**config.mk**
```make
export PLATFORM = sky130hd
export DESIGN_NAME = noc_result_tx
export DESIGN_NICKNAME = d
export VERILOG_FILES = /design/src/rtl/noc_result_tx.sv
export SDC_FILE = /design/constraint.sdc
export NUM_CORES = 1
export LEC_CHECK = 0
export ABC_AREA = 1
export BUFFER_PORTS_ARGS = -buffer_cell sky130_fd_sc_hd__buf_2
export CAP_MARGIN = 20
export CELL_PAD_IN_SITES_DETAIL_PLACEMENT = 1
export CELL_PAD_IN_SITES_GLOBAL_PLACEMENT = 1
export CORE_MARGIN = 2
export CORE_UTILIZATION = 45
export DETAILED_ROUTE_END_ITERATION = 12
export PLACE_DENSITY = 0.8
export SLEW_MARGIN = 15
export SYNTH_ARGS = -nofsm -noshare
export SYNTH_HDL_FRONTEND = slang
export SYNTH_SLANG_ARGS = --single-unit
```
**constraint.sdc**
```tcl
create_clock -name clk -period 4.7 [get_ports clk]
set_input_delay 0.94 -clock clk [delete_from_list [all_inputs] [get_ports clk]]
set_output_delay 0.94 -clock clk [all_outputs]
set_load 0.01 [all_outputs]
```
**src/rtl/noc_result_tx.sv**
```systemverilog
// noc_result_tx: buffers 64-bit result words and serializes each one as an
// 8-byte NOC Write packet, appending a completion Message after each block.
module noc_result_tx #(
  parameter logic [7:0]  DEST_ID     = 8'h01,
  parameter logic [7:0]  SRC_ID      = 8'h02,
  parameter int unsigned BLOCK_WORDS = 25,
  parameter int unsigned FIFO_DEPTH  = 4
) (
  input  logic        clk,
  input  logic        rst,
  input  logic        pushout,
  input  logic        firstout,
  input  logic [63:0] dout,
  output logic        stopout,
  output logic        noc_from_dev_ctl,
  output logic [7:0]  noc_from_dev_data
);

  localparam int unsigned PtrW = (FIFO_DEPTH > 1) ? $clog2(FIFO_DEPTH) : 1;
  localparam int unsigned CntW = $clog2(FIFO_DEPTH + 1);
  localparam logic [7:0]      LastIdx = 8'(BLOCK_WORDS - 1);
  localparam logic [CntW-1:0] DepthC  = CntW'(FIFO_DEPTH);
  localparam logic [CntW-1:0] StopLvl = CntW'(FIFO_DEPTH - 1);
  localparam logic [PtrW-1:0] LastPtr = PtrW'(FIFO_DEPTH - 1);

  localparam logic [7:0] HdrWrite = 8'h1A;  // Alen 0, Dlen 3 (8 bytes), Write
  localparam logic [7:0] HdrMsg   = 8'h05;  // Alen 0, Dlen 0 (1 byte), Message

  typedef enum logic [3:0] {
    StIdle, StWHdr, StWDst, StWSrc, StWAddr, StWData,
    StMHdr, StMDst, StMSrc, StMAddr, StMData
  } state_e;

  logic [64:0]     mem [FIFO_DEPTH];
  logic [PtrW-1:0] wr_ptr, rd_ptr;
  logic [CntW-1:0] count, count_next;
  logic            push, pop;
  logic [64:0]     head;
  logic [7:0]      new_idx;

  state_e     state;
  logic [63:0] word;
  logic [2:0]  byte_cnt;
  logic [7:0]  word_idx;  // index of the word currently being sent
  logic [7:0]  next_idx;  // index a non-first word will take
  logic [7:0]  seq;

  // Pop whenever the bus is free for a new Write packet; push may use the slot freed by a pop.
  always_comb begin
    head = mem[rd_ptr];
    case (state)
      StIdle:  pop = (count != '0);
      StWData: pop = (byte_cnt == 3'd7) && (word_idx != LastIdx) && (count != '0);
      StMData: pop = (count != '0);
      default: pop = 1'b0;
    endcase
    push       = pushout && ((count != DepthC) || pop);
    count_next = count + CntW'(push) - CntW'(pop);
    new_idx    = head[64] ? 8'd0 : next_idx;
  end

  // FIFO storage; contents need no reset because occupancy gates every read.
  always_ff @(posedge clk) begin
    if (push) mem[wr_ptr] <= {firstout, dout};
  end

  // FIFO pointers, occupancy and registered backpressure.
  always_ff @(posedge clk or negedge rst) begin
    if (!rst) begin
      wr_ptr  <= '0;
      rd_ptr  <= '0;
      count   <= '0;
      stopout <= 1'b0;
    end else begin
      if (push) wr_ptr <= (wr_ptr == LastPtr) ? '0 : wr_ptr + 1'b1;
      if (pop)  rd_ptr <= (rd_ptr == LastPtr) ? '0 : rd_ptr + 1'b1;
      count   <= count_next;
      stopout <= (count_next >= StopLvl);
    end
  end

  // Packet FSM with registered bus outputs; a pop always launches a Write header.
  always_ff @(posedge clk or negedge rst) begin
    if (!rst) begin
      state             <= StIdle;
      noc_from_dev_ctl  <= 1'b1;
      noc_from_dev_data <= 8'h00;
      word              <= '0;
      byte_cnt          <= '0;
      word_idx          <= '0;
      next_idx          <= '0;
      seq               <= '0;
    end else begin
      case (state)
        StIdle: begin
          noc_from_dev_ctl  <= 1'b1;
          noc_from_dev_data <= 8'h00;
        end
        StWHdr: begin
          state             <= StWDst;
          noc_from_dev_ctl  <= 1'b0;
          noc_from_dev_data <= DEST_ID;
        end
        StWDst: begin
          state             <= StWSrc;
          noc_from_dev_data <= SRC_ID;
        end
        StWSrc: begin
          state             <= StWAddr;
          noc_from_dev_data <= {word_idx[4:0], 3'b000};
        end
        StWAddr: begin
          state             <= StWData;
          byte_cnt          <= 3'd0;
          noc_from_dev_data <= word[7:0];
          word              <= word >> 8;
        end
        StWData: begin
          if (byte_cnt != 3'd7) begin
            byte_cnt          <= byte_cnt + 3'd1;
            noc_from_dev_data <= word[7:0];
            word              <= word >> 8;
          end else if (word_idx == LastIdx) begin
            state             <= StMHdr;
            noc_from_dev_ctl  <= 1'b1;
            noc_from_dev_data <= HdrMsg;
          end else begin
            state             <= StIdle;
            noc_from_dev_ctl  <= 1'b1;
            noc_from_dev_data <= 8'h00;
          end
        end
        StMHdr: begin
          state             <= StMDst;
          noc_from_dev_ctl  <= 1'b0;
          noc_from_dev_data <= DEST_ID;
        end
        StMDst: begin
          state             <= StMSrc;
          noc_from_dev_data <= SRC_ID;
        end
        StMSrc: begin
          state             <= StMAddr;
          noc_from_dev_data <= 8'h00;
        end
        StMAddr: begin
          state             <= StMData;
          noc_from_dev_data <= seq;
        end
        StMData: begin
          state             <= StIdle;
          seq               <= seq + 8'd1;
          noc_from_dev_ctl  <= 1'b1;
          noc_from_dev_data <= 8'h00;
        end
        default: begin
          state             <= StIdle;
          noc_from_dev_ctl  <= 1'b1;
          noc_from_dev_data <= 8'h00;
        end
      endcase
      if (pop) begin
        state             <= StWHdr;
        noc_from_dev_ctl  <= 1'b1;
        noc_from_dev_data <= HdrWrite;
        word              <= head[63:0];
        word_idx          <= new_idx;
        // The block's last word clears the running index ahead of its Message.
        next_idx          <= (new_idx == LastIdx) ? 8'd0 : new_idx + 8'd1;
      end
    end
  end

endmodule
```
# Yosys cells after proc, flatten, opt, wreduce, memory -nomap -nowiden
# Memory sizes are Yosys's and may differ from the RTL's.
# Index checks and enable logic that the tools add are counted.
[op_classes]
n_addsub = 7
mul = 0
n_div = 0
order_cmp = 1
n_eq_ne = 23
shifts = 0
n_mux = 23
n_bitwise = 0
reduce_logical = 16
[op_table]
columns = ["op", "n"]
rows = [
  ["two-way mux 64 bit", 2],
  ["one-hot mux 64 bit (2 select lines)", 1],
  ["one-hot mux 8 bit (6 select lines)", 1],
  ["one-hot mux 4 bit (10 select lines)", 1],
  ["two-way mux 8 bit", 4],
  ["adder 8 x 1 -> 8 bit, second input constant", 2],
  ["== test 4 x 3 -> 1 bit, second input constant", 4],
  ["== test 8 x 5 -> 1 bit, second input constant", 2],
  ["== test 4 bit, second input constant", 3],
  ["!= test 3 bit, second input constant", 4],
  ["two-way mux 3 bit", 3],
  ["== test 4 x 2 -> 1 bit, second input constant", 2],
  ["two-way mux 4 bit", 2],
  ["!= test 8 x 5 -> 1 bit, second input constant", 1],
  ["AND reduction 2 bit", 4],
  ["one-hot mux 3 bit (2 select lines)", 1],
  ["nonzero test 3 bit", 2],
  ["OR reduction 2 bit", 3],
  ["OR reduction 6 bit", 1],
  ["adder 2 x 1 -> 2 bit, second input constant", 2],
  ["== test 2 bit, second input constant", 2],
  ["== test 4 x 1 -> 1 bit, second input constant", 1],
  ["logical NOT 4 bit", 1],
  ["two-way mux 1 bit", 4],
  ["other kinds (13)", 17],
]
[word_totals]
reg_bits = 112
latchBits = 0
ram_bits = 260
romBits = 0
inputBits = 68
out_inout_bits = 10
word_cells = 83
mem_count = 1
[memory_table]
columns = ["memory", "words", "width", "read_ports", "rd_clocked_by_memory_dff", "wr", "line_no", "source"]
rows = [
  ["mem", 4, 65, 1, 0, 1, "34", "logic [64:0] mem [FIFO_DEPTH];"],
]

# Longest topological paths before layout
# Gate-level depths: netlist of run 1.
[depth]
word_depth = 9
depth_mapped = 15
mapped_depth_nobuf = 14

# Worst setup path before layout of run 1
# OpenSTA, ideal clock, no wires.
[synth_timing]
path_type = "register to register"
start = "reg byte_cnt[0]"
end = "mem mem[0][0] (enable)"
setup_ns = 0.489
t_arrival_ns = 3.866
slack_ns = 0.346
stages_incl_launch_ff = 9
n_path_buf = 0
period_less_slack_ns = 4.354
path_cell_list = "dfrtp_1 -> ha_1 -> ha_1 -> inv_1 -> nor2_2 -> nand2_1 -> nand4_1 -> nand2_1 -> nor2_1"
[synth_via]
elab_chain_len = 8
[synth_lines]
columns = ["item", "line_no", "source"]
rows = [
  ["start: declaration", "43", "logic [2:0] byte_cnt;"],
  ["start signal: assignment", "120", "byte_cnt <= byte_cnt + 3'd1;"],
  ["== test 3 bit", "53", "StWData: pop = (byte_cnt == 3'd7) && (word_idx != LastIdx) && (count != '0);"],
  ["logical AND 1 bit (2 in a row)", "53", ""],
  ["one-hot mux 1 bit (2 select lines)", "51", "case (state)"],
  ["logical OR 1 bit", "57", "push = pushout && ((count != DepthC) || pop);"],
  ["logical AND 1 bit", "57", ""],
  ["two-way mux 1 bit", "64", "if (push) mem[wr_ptr] <= {firstout, dout};"],
  ["two-way mux 1 bit (not written as such)", "64", ""],
  ["end: declaration", "34", ""],
]
# No other way between the ends.

# Worst setup path in the final report of run 1
[layout_timing]
start = "reg rd_ptr[0]"
end = "reg next_idx[4]"
[layout_via]
elab_chain_len = 4
[layout_lines]
columns = ["item", "line_no", "source"]
rows = [
  ["start: declaration", "35", "logic [PtrW-1:0] wr_ptr, rd_ptr;"],
  ["start signal: assignment", "76", "if (pop) rd_ptr <= (rd_ptr == LastPtr) ? '0 : rd_ptr + 1'b1;"],
  ["memory (4 x 65 bit) *", "-", ""],
  ["two-way mux 8 bit *", "59", "new_idx = head[64] ? 8'd0 : next_idx;"],
  ["named net new_idx[0]", "39", "logic [7:0] new_idx;"],
  ["adder 8 x 1 -> 8 bit or == test 8 x 5 -> 1 bit (tied branches)", "169", "next_idx <= (new_idx == LastIdx) ? 8'd0 : new_idx + 8'd1;"],
  ["two-way mux 8 bit *", "169", ""],
  ["end signal: assignment", "169", ""],
  ["end: declaration", "45", "logic [7:0] next_idx;"],
]
# Mark *: on every way through the listed nets, which the timed path passes. The rest lies on a longest branch.
# A chain may end at the register's enable or synchronous reset.

==> metrics.txt, run 1 <==
# TYPE chip_impl_metric gauge
chip_impl_metric{name="number_of_iterations_in_the_first_detailed_routing_pass",unit=""} 5
chip_impl_info{name="synth.area.top_cells",value="edfxtp_1 52%, dfrtp_1 18%, nand3_1 6.1%"} 1
chip_impl_metric{name="antenna_left",unit=""} 0
chip_impl_metric{name="max_slew_margin_vs_limit",unit="%"} 25.4
chip_impl_metric{name="ctsLongestPathBuffers",unit=""} 3
chip_impl_metric{name="vertical_die_dimension",unit="µm"} 187
chip_impl_info{name="status",value="completed"} 1
chip_impl_metric{name="ctsHtreeMaxLevel",unit=""} 2
chip_impl_info{name="critical_path_class",value="flop to flop"} 1
chip_impl_metric{name="power_per_cell_area",unit="nW/µm²"} 683
chip_impl_metric{name="timing_hold_violations_final",unit=""} 0
chip_impl_metric{name="pre_cts_slack",unit="ns"} 1.48
chip_impl_info{name="tritoncts",value="built"} 1
chip_impl_metric{name="synth_cell_type_count",unit=""} 33
chip_impl_info{name="yosys-top-cells-count",value="260 x edfxtp_1, 182 x nand3_1, 176 x nand2_1"} 1
chip_impl_metric{name="vdd_drop_max",unit="µV"} 469
chip_impl_metric{name="slew_violations",unit=""} 0
chip_impl_metric{name="cts_hold_repair.buffers",unit=""} 0
chip_impl_metric{name="final_weighted_congestion_of_routability_driven_global_placement",unit=""} 0.791
chip_impl_metric{name="asyncSetResetFlopFracSynth",unit="%"} 30.1
chip_impl_metric{name="syn_area_per_cell",unit="µm²"} 11.6
chip_impl_info{name="min_path_type",value="flop to flop"} 1
chip_impl_metric{name="io_pins",unit=""} 78
chip_impl_metric{name="synth_cells",unit=""} 1290
chip_impl_metric{name="postLayoutCoreUtil",unit="%"} 52.0
chip_impl_metric{name="power.static_leakage",unit="nW"} 6.55
chip_impl_metric{name="ff2ff_path_depth",unit=""} 13
chip_impl_metric{name="detailed_place_hpwl",unit="µm"} 21900
chip_impl_metric{name="post-cts-setup-buffers",unit=""} 0
chip_impl_metric{name="hold_depth",unit=""} 2
chip_impl_metric{name="yosysSeqAreaShare",unit="%"} 70.6
chip_impl_metric{name="routed_wire_length_per_instance",unit="µm"} 20.9
chip_impl_metric{name="yosys_warnings",unit=""} 0
chip_impl_metric{name="post_synth_edffs",unit=""} 260
chip_impl_metric{name="core",unit="µm²"} 32700
chip_impl_metric{name="worst-slew-pin-transition",unit="ns"} 1.12
chip_impl_metric{name="tritoncts_num_sinks",unit=""} 372
chip_impl_metric{name="clock_insertion_delay_worst_skew",unit="ns"} 0.55
chip_impl_metric{name="worst_slack",unit="ns"} 1.36
chip_impl_metric{name="first_global_vias",unit=""} 11146
chip_impl_metric{name="vias_per_cell",unit=""} 5.62
chip_impl_metric{name="largest_net_degree_at_the_start_of_global_routing",unit=""} 85
chip_impl_metric{name="max_cap_violations",unit=""} 0
chip_impl_metric{name="port-buffer-count",unit=""} 77
chip_impl_metric{name="die_area",unit="µm²"} 34900
chip_impl_metric{name="layout-drive-gt1-share",unit="%"} 12.7
chip_impl_metric{name="clk_pin_slew_worst_paths",unit="ns"} 0.06
chip_impl_info{name="worstPathCellList",value="clkinv_2, nand2_1, nand3_1, nand2_2, inv_1, nor2_1, ha_1, nand3_1, nor2_1, nand2_1, nand2_1, nand3_1, nand2_1"} 1
chip_impl_metric{name="fmaxAchievable",unit="GHz"} 0.299
chip_impl_metric{name="fillers",unit=""} 3483
chip_impl_metric{name="critPathMaxFanout",unit=""} 50
chip_impl_metric{name="grt_antenna_before_repair",unit=""} 2
chip_impl_metric{name="critical_path.max_stage_delay",unit="ns"} 0.77
chip_impl_info{name="timing.critical_path.mode_cell",value="nand2_1"} 1
chip_impl_metric{name="timing.critical_path.required",unit="ns"} 5.17
chip_impl_metric{name="iter_0_drt_violations",unit=""} 741
chip_impl_info{name="root_buffer",value="clkbuf_16"} 1
chip_impl_metric{name="grt.total_usage",unit="%"} 22.0
chip_impl_metric{name="layout_min_cycle_time",unit="ns"} 3.34
chip_impl_metric{name="whs",unit="ns"} 0.481
chip_impl_metric{name="tns",unit="ns"} 0
chip_impl_info{name="critical-path-slowest-cell",value="dfrtp_4"} 1
chip_impl_info{name="critical_path.endpoint_type",value="flop"} 1
chip_impl_metric{name="area_share_of_the_largest_cell_type_after_synthesis",unit="%"} 52.0
chip_impl_info{name="post-synth-top-area-cell",value="edfxtp_1"} 1
chip_impl_metric{name="synthesis.area",unit="µm²"} 15000
chip_impl_metric{name="layout_net_count",unit=""} 1428
chip_impl_info{name="yosysMostFrequentCell",value="edfxtp_1"} 1
chip_impl_metric{name="die-width",unit="µm"} 187
chip_impl_metric{name="start_util",unit="%"} 46.0
chip_impl_metric{name="place.detailed.instances",unit=""} 1747
chip_impl_metric{name="mappedNetlistNets",unit=""} 1371
chip_impl_metric{name="cts.repair.resized",unit=""} 0
chip_impl_metric{name="clock-skew-final",unit="ns"} 0.0230
chip_impl_metric{name="global_route.overflow_total",unit=""} 0
chip_impl_metric{name="post-route-period-util",unit="%"} 71.1
chip_impl_metric{name="drt_drc_violations_left",unit=""} 0
chip_impl_metric{name="rows",unit=""} 66
chip_impl_info{name="start_kind",value="flop"} 1
chip_impl_metric{name="detailroute.via_count",unit=""} 10245
chip_impl_metric{name="flow.area_growth_from_synthesis",unit="%"} 13.2
chip_impl_metric{name="critPathArrivalTime",unit="ns"} 3.81
chip_impl_metric{name="routed_wl",unit="µm"} 38100
chip_impl_metric{name="layoutNonFillerInstCount",unit=""} 1822
chip_impl_metric{name="tritoncts.num_buffers",unit=""} 40
chip_impl_metric{name="seq_cells_post_synth",unit=""} 372
chip_impl_metric{name="grt_pass1_wl",unit="µm"} 60800
chip_impl_info{name="rsz0062_at_grt",value="false"} 1
chip_impl_metric{name="report.final.setup_viol",unit=""} 0
chip_impl_info{name="dominantRegCellSynth",value="edfxtp_1"} 1
## metrics by stage
step	power [mW]	cell area, µm²
global route	12.3	17000
finish	11.6	17000
detailed placement	8.50	15700
floorplan	7.45	15000
CTS	11.7	17000
global placement	8.23	15700
## power by group
group          internal [mW]  leakage, nW  switching (mW)
Sequential              4.44         3.79           0.416
Clock                   1.82        0.631            1.29
Combinational           1.02         2.13            2.63
Total                   7.28         6.55            4.33
## area by class of cell
class	count	area (µm²)	share of cell area, %
sequential	372	10600	62.4
tap	442	553	3.25
multi-input combinational	788	3830	22.5
antenna	2	5.00	0.0294
inverter	52	199	1.17
clock buffer	58	1140	6.71
timing repair buffer	93	508	2.99
clock inverter	15	158	0.927
## sequential cells by signal, indices dropped and copies added (netlist names)
signal             cells
mem                  260
word                  64
next_idx               8
noc_from_dev_data      8
seq                    8
word_idx               8
state                  4
byte_cnt               3
count                  3
rd_ptr                 2
wr_ptr                 2
noc_from_dev_ctl       1
stopout                1
## final timing paths
check | start | to | slack (ns)
worst max register to register | rd_ptr[0]$_DFFE_PN0N_ | next_idx[4]$_DFFE_PN0N_ | 1.36
min in group asynchronous | rst | count[0]$_DFF_PN0_ | 0.52
worst min register to register | byte_cnt[1]$_DFFE_PN0P_ | byte_cnt[1]$_DFFE_PN0P_ | 0.48
max in group asynchronous | rst | noc_from_dev_ctl$_DFFE_PN1P_ | 3.28
worst min-delay path | byte_cnt[1]$_DFFE_PN0P_ | byte_cnt[1]$_DFFE_PN0P_ | 0.48
worst max-delay path | rd_ptr[0]$_DFFE_PN0N_ | next_idx[4]$_DFFE_PN0N_ | 1.36
## cells by family (layout without fill, tap and decap cells)
kind of cell,count (synthesis),after routing,share of synthesized area [%]
and+or+nand+nor,541,541,15.5
DFF,372,372,70.6
AOI/OAI and AO/OA,223,223,8.09
buffers and inverters,130,218,4.07
adders and majority gates,13,13,1.13
xor gates and xnor gates,11,11,0.641
other,0,2,0
## worst max-delay path: cells and delay by family (launching register included)
kind,cells,cell delay (ns)
fa+ha+maj,1,0.25
buf+inv,2,0.79
flops,1,0.77
simple gates,10,1.41
## cells in the final DEF, fill, tap and decap left out, types with 2 or more instances in the layout
| cell type | netlist | layout |
|---|---|---|
| edfxtp_1 | 260 | 260 |
| nand3_1 | 182 | 182 |
| nand2_1 | 176 | 176 |
| nor2_1 | 159 | 155 |
| o21ai_0 | 140 | 140 |
| dfrtp_1 | 111 | 109 |
| buf_2 | 28 | 76 |
| o22ai_1 | 64 | 64 |
| inv_1 | 46 | 45 |
| clkbuf_16 | 0 | 42 |
| buf_4 | 11 | 17 |
| clkbuf_1 | 33 | 13 |
| ha_1 | 12 | 12 |
| xor2_1 | 10 | 10 |
| o21ai_1 | 9 | 9 |
| nor2_2 | 6 | 6 |
| clkinv_2 | 0 | 6 |
| nor3_1 | 5 | 5 |
| inv_2 | 5 | 5 |
| nand4_1 | 4 | 4 |
| nand2_2 | 4 | 4 |
| nor2_4 | 0 | 4 |
| nand3b_1 | 4 | 4 |
| a21oi_1 | 3 | 3 |
| clkinv_1 | 0 | 3 |
| clkbuf_8 | 0 | 3 |
| diode_2 | 0 | 2 |
| inv_4 | 1 | 2 |
| o2111ai_1 | 2 | 2 |
| inv_16 | 0 | 2 |
| clkinvlp_4 | 0 | 2 |
| bufinv_16 | 0 | 2 |
## metal layers
layer | share of wire (%) | wire [µm] | GRT usage, %
met1 | 41 | 15700 | 27.3
met2 | 52 | 19800 | 39.5
met3 | 4.5 | 1710 | 3.10
met4 | 2.4 | 921 | 7.57
met5 | 0 | 0 | 0
Note: power is estimated with default switching activity, not from simulation.
==> run 2: changes to the inputs <==
clock period = 2.85 ns   (was 4.7 ns; I/O delays follow)
==> metrics.txt, run 2 (synthesis results as in run 1) <==
# TYPE chip_impl_metric gauge
chip_impl_metric{name="final_weighted_congestion_of_routability_driven_global_placement",unit=""} 0.760
chip_impl_metric{name="post-cts-setup-buffers",unit=""} 0
chip_impl_metric{name="antenna_left",unit=""} 0
chip_impl_metric{name="grt.total_usage",unit="%"} 20.8
chip_impl_metric{name="clock-skew-final",unit="ns"} 0.0275
chip_impl_metric{name="global_route.overflow_total",unit=""} 0
chip_impl_metric{name="ctsHtreeMaxLevel",unit=""} 2
chip_impl_info{name="min_path_type",value="input port to async pin"} 1
chip_impl_metric{name="io_pins",unit=""} 78
chip_impl_info{name="worstPathCellList",value="ha_1, ha_1, inv_1, nor2_2, nand2_1, nand2_2, nand2_4, inv_4, ha_1, inv_1, ha_1, fa_1, xor2_1, a21o_1"} 1
chip_impl_metric{name="max_cap_violations",unit=""} 0
chip_impl_metric{name="timing_hold_violations_final",unit=""} 0
chip_impl_info{name="tritoncts",value="built"} 1
chip_impl_metric{name="antennaDiodeCount",unit=""} 0
chip_impl_metric{name="power.static_leakage",unit="nW"} 6.59
chip_impl_metric{name="final-seq-area",unit="µm²"} 10600
chip_impl_metric{name="power_per_cell_area",unit="nW/µm²"} 1120
chip_impl_metric{name="layout_net_count",unit=""} 1431
chip_impl_info{name="critical-path-top-delay-family",value="adder cells"} 1
chip_impl_info{name="final_cell_mix",value="260 x edfxtp_1, 182 x nand3_1, 176 x nand2_1"} 1
chip_impl_metric{name="rows",unit=""} 66
chip_impl_info{name="status",value="completed"} 1
chip_impl_info{name="leading_registers_by_flop_count",value="mem (260), word (64)"} 1
chip_impl_metric{name="cp.buffers_inverters",unit=""} 3
chip_impl_metric{name="vdd_drop_max",unit="µV"} 970
chip_impl_metric{name="post-route-period-util",unit="%"} 90.6
chip_impl_metric{name="p_total",unit="mW"} 19.1
chip_impl_metric{name="ctsLongestPathBuffers",unit=""} 3
chip_impl_metric{name="report.final.setup_viol",unit=""} 0
chip_impl_metric{name="critPathArrivalTime",unit="ns"} 2.99
chip_impl_metric{name="routed_wl",unit="µm"} 36100
chip_impl_metric{name="port-buffer-count",unit=""} 77
chip_impl_info{name="critical_path.endpoint_type",value="flop"} 1
chip_impl_info{name="mostFrequentLayoutCell",value="edfxtp_1"} 1
chip_impl_metric{name="tritoncts.num_buffers",unit=""} 40
chip_impl_metric{name="layoutNonFillerInstCount",unit=""} 1824
chip_impl_metric{name="cts.repair.resized",unit=""} 0
chip_impl_info{name="critPathLaunch",value="byte_cnt[0]$_DFFE_PN0P_"} 1
chip_impl_metric{name="slew_violations",unit=""} 0
chip_impl_metric{name="core",unit="µm²"} 32700
chip_impl_metric{name="grt_antenna_before_repair",unit=""} 0
chip_impl_info{name="critical-path-slowest-cell",value="dfrtp_1"} 1
chip_impl_info{name="rsz0062_at_grt",value="false"} 1
chip_impl_metric{name="vertical_die_dimension",unit="µm"} 187
chip_impl_metric{name="detailed_place_hpwl",unit="µm"} 20700
chip_impl_metric{name="grt_pass1_wl",unit="µm"} 57800
chip_impl_metric{name="iter_0_drt_violations",unit=""} 666
chip_impl_metric{name="timing.critical_path.required",unit="ns"} 3.26
chip_impl_metric{name="critPathMaxFanout",unit=""} 4
chip_impl_info{name="critical_path_class",value="flop to flop"} 1
chip_impl_info{name="r2r_start",value="byte_cnt[0]$_DFFE_PN0P_"} 1
chip_impl_metric{name="critical_path.max_stage_delay",unit="ns"} 0.39
chip_impl_metric{name="max_slew_margin_vs_limit",unit="%"} 45.3
chip_impl_metric{name="flow.area_growth_from_synthesis",unit="%"} 13.9
chip_impl_info{name="largest-register",value="mem"} 1
chip_impl_metric{name="vias_per_cell",unit=""} 5.53
chip_impl_metric{name="start_util",unit="%"} 46.0
chip_impl_metric{name="cts_hold_repair.buffers",unit=""} 0
chip_impl_metric{name="tritoncts_num_sinks",unit=""} 372
chip_impl_metric{name="place.detailed.instances",unit=""} 1750
chip_impl_metric{name="drt_drc_violations_left",unit=""} 0
chip_impl_metric{name="combined_area_of_the_multi_input_logic_cells",unit="µm²"} 3830
chip_impl_metric{name="fmaxAchievable",unit="GHz"} 0.387
chip_impl_metric{name="largest_register_ffs",unit=""} 260
chip_impl_metric{name="number_of_iterations_in_the_first_detailed_routing_pass",unit=""} 6
chip_impl_info{name="root_buffer",value="clkbuf_16"} 1
chip_impl_metric{name="layout_min_cycle_time",unit="ns"} 2.58
chip_impl_metric{name="largest_net_degree_at_the_start_of_global_routing",unit=""} 136
chip_impl_info{name="timing.critical_path.mode_cell",value="ha_1"} 1
chip_impl_metric{name="layout-drive-gt1-share",unit="%"} 12.8
chip_impl_metric{name="routed_wire_length_per_instance",unit="µm"} 19.8
chip_impl_metric{name="clock_insertion_delay_worst_skew",unit="ns"} 0.55
chip_impl_metric{name="worst-slew-pin-transition",unit="ns"} 0.821
chip_impl_metric{name="die_area",unit="µm²"} 34900
chip_impl_metric{name="clk_pin_slew_worst_paths",unit="ns"} 0.06
chip_impl_info{name="start_kind",value="flop"} 1
chip_impl_metric{name="first_global_vias",unit=""} 10762
chip_impl_metric{name="die-width",unit="µm"} 187
chip_impl_metric{name="detailroute.via_count",unit=""} 10082
chip_impl_metric{name="fillers",unit=""} 3470
==> run 2: cell types whose count changed in the layout (fill, tap and decap cells not counted), moves of 2 or more <==
cell and delta:
clkbuf_1 -4, clkbuf_16 -2, diode_2 -2, buf_12 +7, bufinv_16 +2, clkbuf_8 -2, clkinv_1 +5, inv_16 -2
clkinv_2 +2, inv_6 +2, buf_4 -4
==> run 2: layout make-up <==
class	count	area share, %
clock buffers	50	6.13
clock inverters	24	1.45
inverters	52	1.16
multi-input cells	788	22.4
flip-flops and latches	372	62.0
well taps	442	3.23
repair buffers	96	3.61
==> run 2: final timing paths <==
path | end | slack, ns | cells after the start
max | stopout$_DFF_PN0_ | 0.27 | 14
min | word[14]$_DFFE_PN0P_ | 0.09 | 1
max reg2reg | stopout$_DFF_PN0_ | 0.27 | 14
min reg2reg | byte_cnt[1]$_DFFE_PN0P_ | 0.48 | 2
max in group asynchronous | word[60]$_DFFE_PN0P_ | 1.99 | 2
min in group clk | mem[3][40]$_DFFE_PP_ | 0.24 | 1
==> run 2: where the power goes <==
part | switching (mW) | internal [mW]
Clock | 2.09 | 2.99
Sequential | 0.559 | 7.31
Combinational | 4.36 | 1.79
==> run 2: metrics by stage <==
stage | cell area, µm² | TNS [ns] | hold slack [ns] | setup WS, ns | utilization [%]
after global placement | 15800 | 0 | 0.457 | 0.347 | 48.4
final | 17100 | 0 | 0.0853 | 0.268 | 52.3
after global routing | 17100 | 0 | 0.120 | 0.100 | 52.3
after detailed placement | 15800 | 0 | 0.466 | 0.262 | 48.4
after CTS | 17100 | 0 | 0.0903 | 0.259 | 52.3
after floorplan | 15000 | -119.74 | 0.274 | -0.461 | -
==> run 2: routing by layer <==
metal	wire (µm)	share of wire, %	vias to the layer above	GRT usage [%]
met5	0	0	-	0
met4	1090	3.0	0	8.00
met3	1470	4.1	79	3.01
met2	18400	51	236	36.6
met1	15200	42	5081	26.1
li1	-	-	4686	-
==> run 2: worst reg2reg max path, delay by kind of cell, from the launching register on <==
family | cells | cell delay (ns)
adders and majority gates | 5 | 1.20
DFF | 1 | 0.39
and+or+nand+nor | 4 | 0.32
buffers and inverters | 3 | 0.21
xor gates and xnor gates | 1 | 0.19
AOI/OAI and AO/OA | 1 | 0.17
==> run 3: changes to the inputs <==
PLACE_DENSITY = not set   (was 0.8)
PLACE_DENSITY_LB_ADDON = 0.08   (was not set)
==> metrics.txt, run 3 (synthesis results as in run 1) <==
# TYPE chip_impl_metric gauge
chip_impl_info{name="status",value="completed"} 1
chip_impl_metric{name="pre_cts_slack",unit="ns"} 0.286
chip_impl_metric{name="layout_min_cycle_time",unit="ns"} 2.55
chip_impl_metric{name="grt_antenna_before_repair",unit=""} 1
chip_impl_metric{name="rows",unit=""} 66
chip_impl_metric{name="max_slew_margin_vs_limit",unit="%"} 44.4
chip_impl_metric{name="max_cap_violations",unit=""} 0
chip_impl_info{name="final_cell_mix",value="260 x edfxtp_1, 182 x nand3_1, 176 x nand2_1"} 1
chip_impl_metric{name="whs",unit="ns"} 0.237
chip_impl_metric{name="routed_wl",unit="µm"} 35100
chip_impl_metric{name="power_per_cell_area",unit="nW/µm²"} 1110
chip_impl_metric{name="timing_hold_violations_final",unit=""} 0
chip_impl_metric{name="critical_path.max_stage_delay",unit="ns"} 0.39
chip_impl_info{name="tritoncts",value="built"} 1
chip_impl_metric{name="layout_net_count",unit=""} 1437
chip_impl_metric{name="cts_hold_repair.buffers",unit=""} 1
chip_impl_metric{name="final_weighted_congestion_of_routability_driven_global_placement",unit=""} 0.786
chip_impl_metric{name="detailroute.via_count",unit=""} 9880
chip_impl_metric{name="die-width",unit="µm"} 187
chip_impl_metric{name="tritoncts.num_buffers",unit=""} 41
chip_impl_metric{name="layout-drive-gt1-share",unit="%"} 13.0
chip_impl_info{name="rsz0062_at_grt",value="false"} 1
chip_impl_metric{name="clock-skew-final",unit="ns"} 0.0192
chip_impl_metric{name="grt.total_usage",unit="%"} 20.5
chip_impl_info{name="critical_path.endpoint_type",value="flop"} 1
chip_impl_metric{name="post-cts-setup-buffers",unit=""} 0
chip_impl_metric{name="number_of_iterations_in_the_first_detailed_routing_pass",unit=""} 7
chip_impl_metric{name="critPathArrivalTime",unit="ns"} 2.97
chip_impl_metric{name="largest_register_ffs",unit=""} 260
chip_impl_info{name="critical-path-top-delay-family",value="adder cells"} 1
chip_impl_metric{name="vias_per_cell",unit=""} 5.40
chip_impl_metric{name="fmaxAchievable",unit="GHz"} 0.392
chip_impl_metric{name="die_area",unit="µm²"} 34900
chip_impl_info{name="start_kind",value="flop"} 1
chip_impl_metric{name="tns",unit="ns"} 0
chip_impl_metric{name="drt_drc_violations_left",unit=""} 0
chip_impl_info{name="timing.critical_path.mode_cell",value="ha_1"} 1
chip_impl_metric{name="antenna_left",unit=""} 0
chip_impl_metric{name="vertical_die_dimension",unit="µm"} 187
chip_impl_info{name="leading_registers_by_flop_count",value="mem (260), word (64)"} 1
chip_impl_metric{name="report.final.setup_viol",unit=""} 0
chip_impl_metric{name="largest_net_degree_at_the_start_of_global_routing",unit=""} 136
chip_impl_metric{name="core",unit="µm²"} 32700
chip_impl_info{name="mostFrequentLayoutCell",value="edfxtp_1"} 1
chip_impl_metric{name="timing.critical_path.required",unit="ns"} 3.27
chip_impl_info{name="worstPathCellList",value="ha_1, ha_1, inv_1, nor2_2, nand2_1, nand2_2, nand2_4, inv_4, ha_1, inv_1, ha_1, fa_1, xor2_1, a21o_1"} 1
chip_impl_metric{name="grt_pass1_wl",unit="µm"} 57000
chip_impl_metric{name="cts.repair.resized",unit=""} 0
chip_impl_metric{name="cp.buffers_inverters",unit=""} 3
chip_impl_metric{name="port-buffer-count",unit=""} 77
chip_impl_metric{name="detailed_place_hpwl",unit="µm"} 20500
chip_impl_metric{name="p_total",unit="mW"} 19.0
chip_impl_metric{name="global_route.overflow_total",unit=""} 0
chip_impl_metric{name="vdd_drop_max",unit="µV"} 1050
chip_impl_metric{name="power.static_leakage",unit="nW"} 6.64
chip_impl_info{name="critical_path_class",value="flop to flop"} 1
chip_impl_metric{name="flow.area_growth_from_synthesis",unit="%"} 14.5
chip_impl_metric{name="antennaDiodeCount",unit=""} 0
chip_impl_metric{name="dpl-instance-area",unit="µm²"} 15900
chip_impl_metric{name="fillers",unit=""} 3473
chip_impl_metric{name="worst_slack",unit="ns"} 0.300
chip_impl_metric{name="routed_wire_length_per_instance",unit="µm"} 19.2
chip_impl_metric{name="start_util",unit="%"} 46.0
chip_impl_metric{name="iter_0_drt_violations",unit=""} 451
chip_impl_metric{name="clock_insertion_delay_worst_skew",unit="ns"} 0.54
chip_impl_info{name="critical-path-slowest-cell",value="dfrtp_1"} 1
chip_impl_info{name="largest-register",value="mem"} 1
chip_impl_metric{name="slew_violations",unit=""} 0
chip_impl_metric{name="ctsHtreeMaxLevel",unit=""} 2
chip_impl_metric{name="first_global_vias",unit=""} 10419
chip_impl_metric{name="io_pins",unit=""} 78
chip_impl_info{name="root_buffer",value="clkbuf_16"} 1
chip_impl_metric{name="post-route-period-util",unit="%"} 89.5
chip_impl_metric{name="critPathMaxFanout",unit=""} 4
chip_impl_metric{name="tritoncts_num_sinks",unit=""} 372
chip_impl_metric{name="worst-slew-pin-transition",unit="ns"} 0.834
chip_impl_metric{name="final_cell_area_excluding_filler_cells",unit="µm²"} 17200
chip_impl_info{name="min_path_type",value="input port to flop"} 1
chip_impl_metric{name="clk_pin_slew_worst_paths",unit="ns"} 0.06
chip_impl_metric{name="ctsLongestPathBuffers",unit=""} 3
[run 3: final cells by class]
class / instances / area, µm² / area share (%)
clock buffer: 59 / 1130 / 6.60
sequential: 372 / 10600 / 61.7
inverter: 52 / 199 / 1.16
timing repair buffer: 101 / 683 / 3.97
multi-input combinational: 788 / 3830 / 22.3
tap: 442 / 553 / 3.21
clock inverter: 17 / 181 / 1.05
[run 3: worst register-to-register path, delay by kind of cell, from the launching register on]
family	cells	cell delay (ns)
flops	1	0.39
xor+xnor	1	0.18
simple gates	4	0.32
compound gates	1	0.16
buf+inv	3	0.21
fa+ha+maj	5	1.19
[run 3: metrics by stage]
| step | util [%] | cells |
|---|---|---|
| 3_3_place_gp | 48.5 | 1754 |
| 4_1_cts | 52.6 | 1831 |
| 3_5_place_dp | 48.5 | 1754 |
| 5_1_grt | 52.6 | 1831 |
| 2_1_floorplan | - | 1290 |
| 6_report | 52.6 | 1831 |
[run 3: where the power goes]
| group | switching, mW | internal, mW | leakage [nW] | total [mW] |
|---|---|---|---|---|
| clock | 2.09 | 3.06 | 0.641 | 5.14 |
| sequential | 0.548 | 7.31 | 3.79 | 7.86 |
| combinational | 4.19 | 1.83 | 2.21 | 6.02 |
[run 3: worst paths after layout]
| check | cells after the start | to | slack [ns] | from |
|---|---|---|---|---|
| worst min register to register | 1 | seq[7]$_DFFE_PN0P_ | 0.47 | seq[7]$_DFFE_PN0P_ |
| worst max register to register | 14 | stopout$_DFF_PN0_ | 0.30 | byte_cnt[0]$_DFFE_PN0P_ |
| worst max-delay path | 14 | stopout$_DFF_PN0_ | 0.30 | byte_cnt[0]$_DFFE_PN0P_ |
| worst min-delay path | 1 | mem[2][33]$_DFFE_PP_ | 0.24 | dout[33] |
| min in group asynchronous | 2 | word_idx[5]$_DFFE_PN0N_ | 0.45 | rst |
| max in group asynchronous | 3 | rd_ptr[0]$_DFFE_PN0N_ | 1.59 | rst |
[run 3: per-layer routing]
layer	track usage (%)	share of wire (%)	vias up
li1	-	-	4690
met1	27.3	44	4988
met2	35.3	50	148
met3	2.93	3.3	52
met4	5.13	1.9	2
met5	0	0.031	-
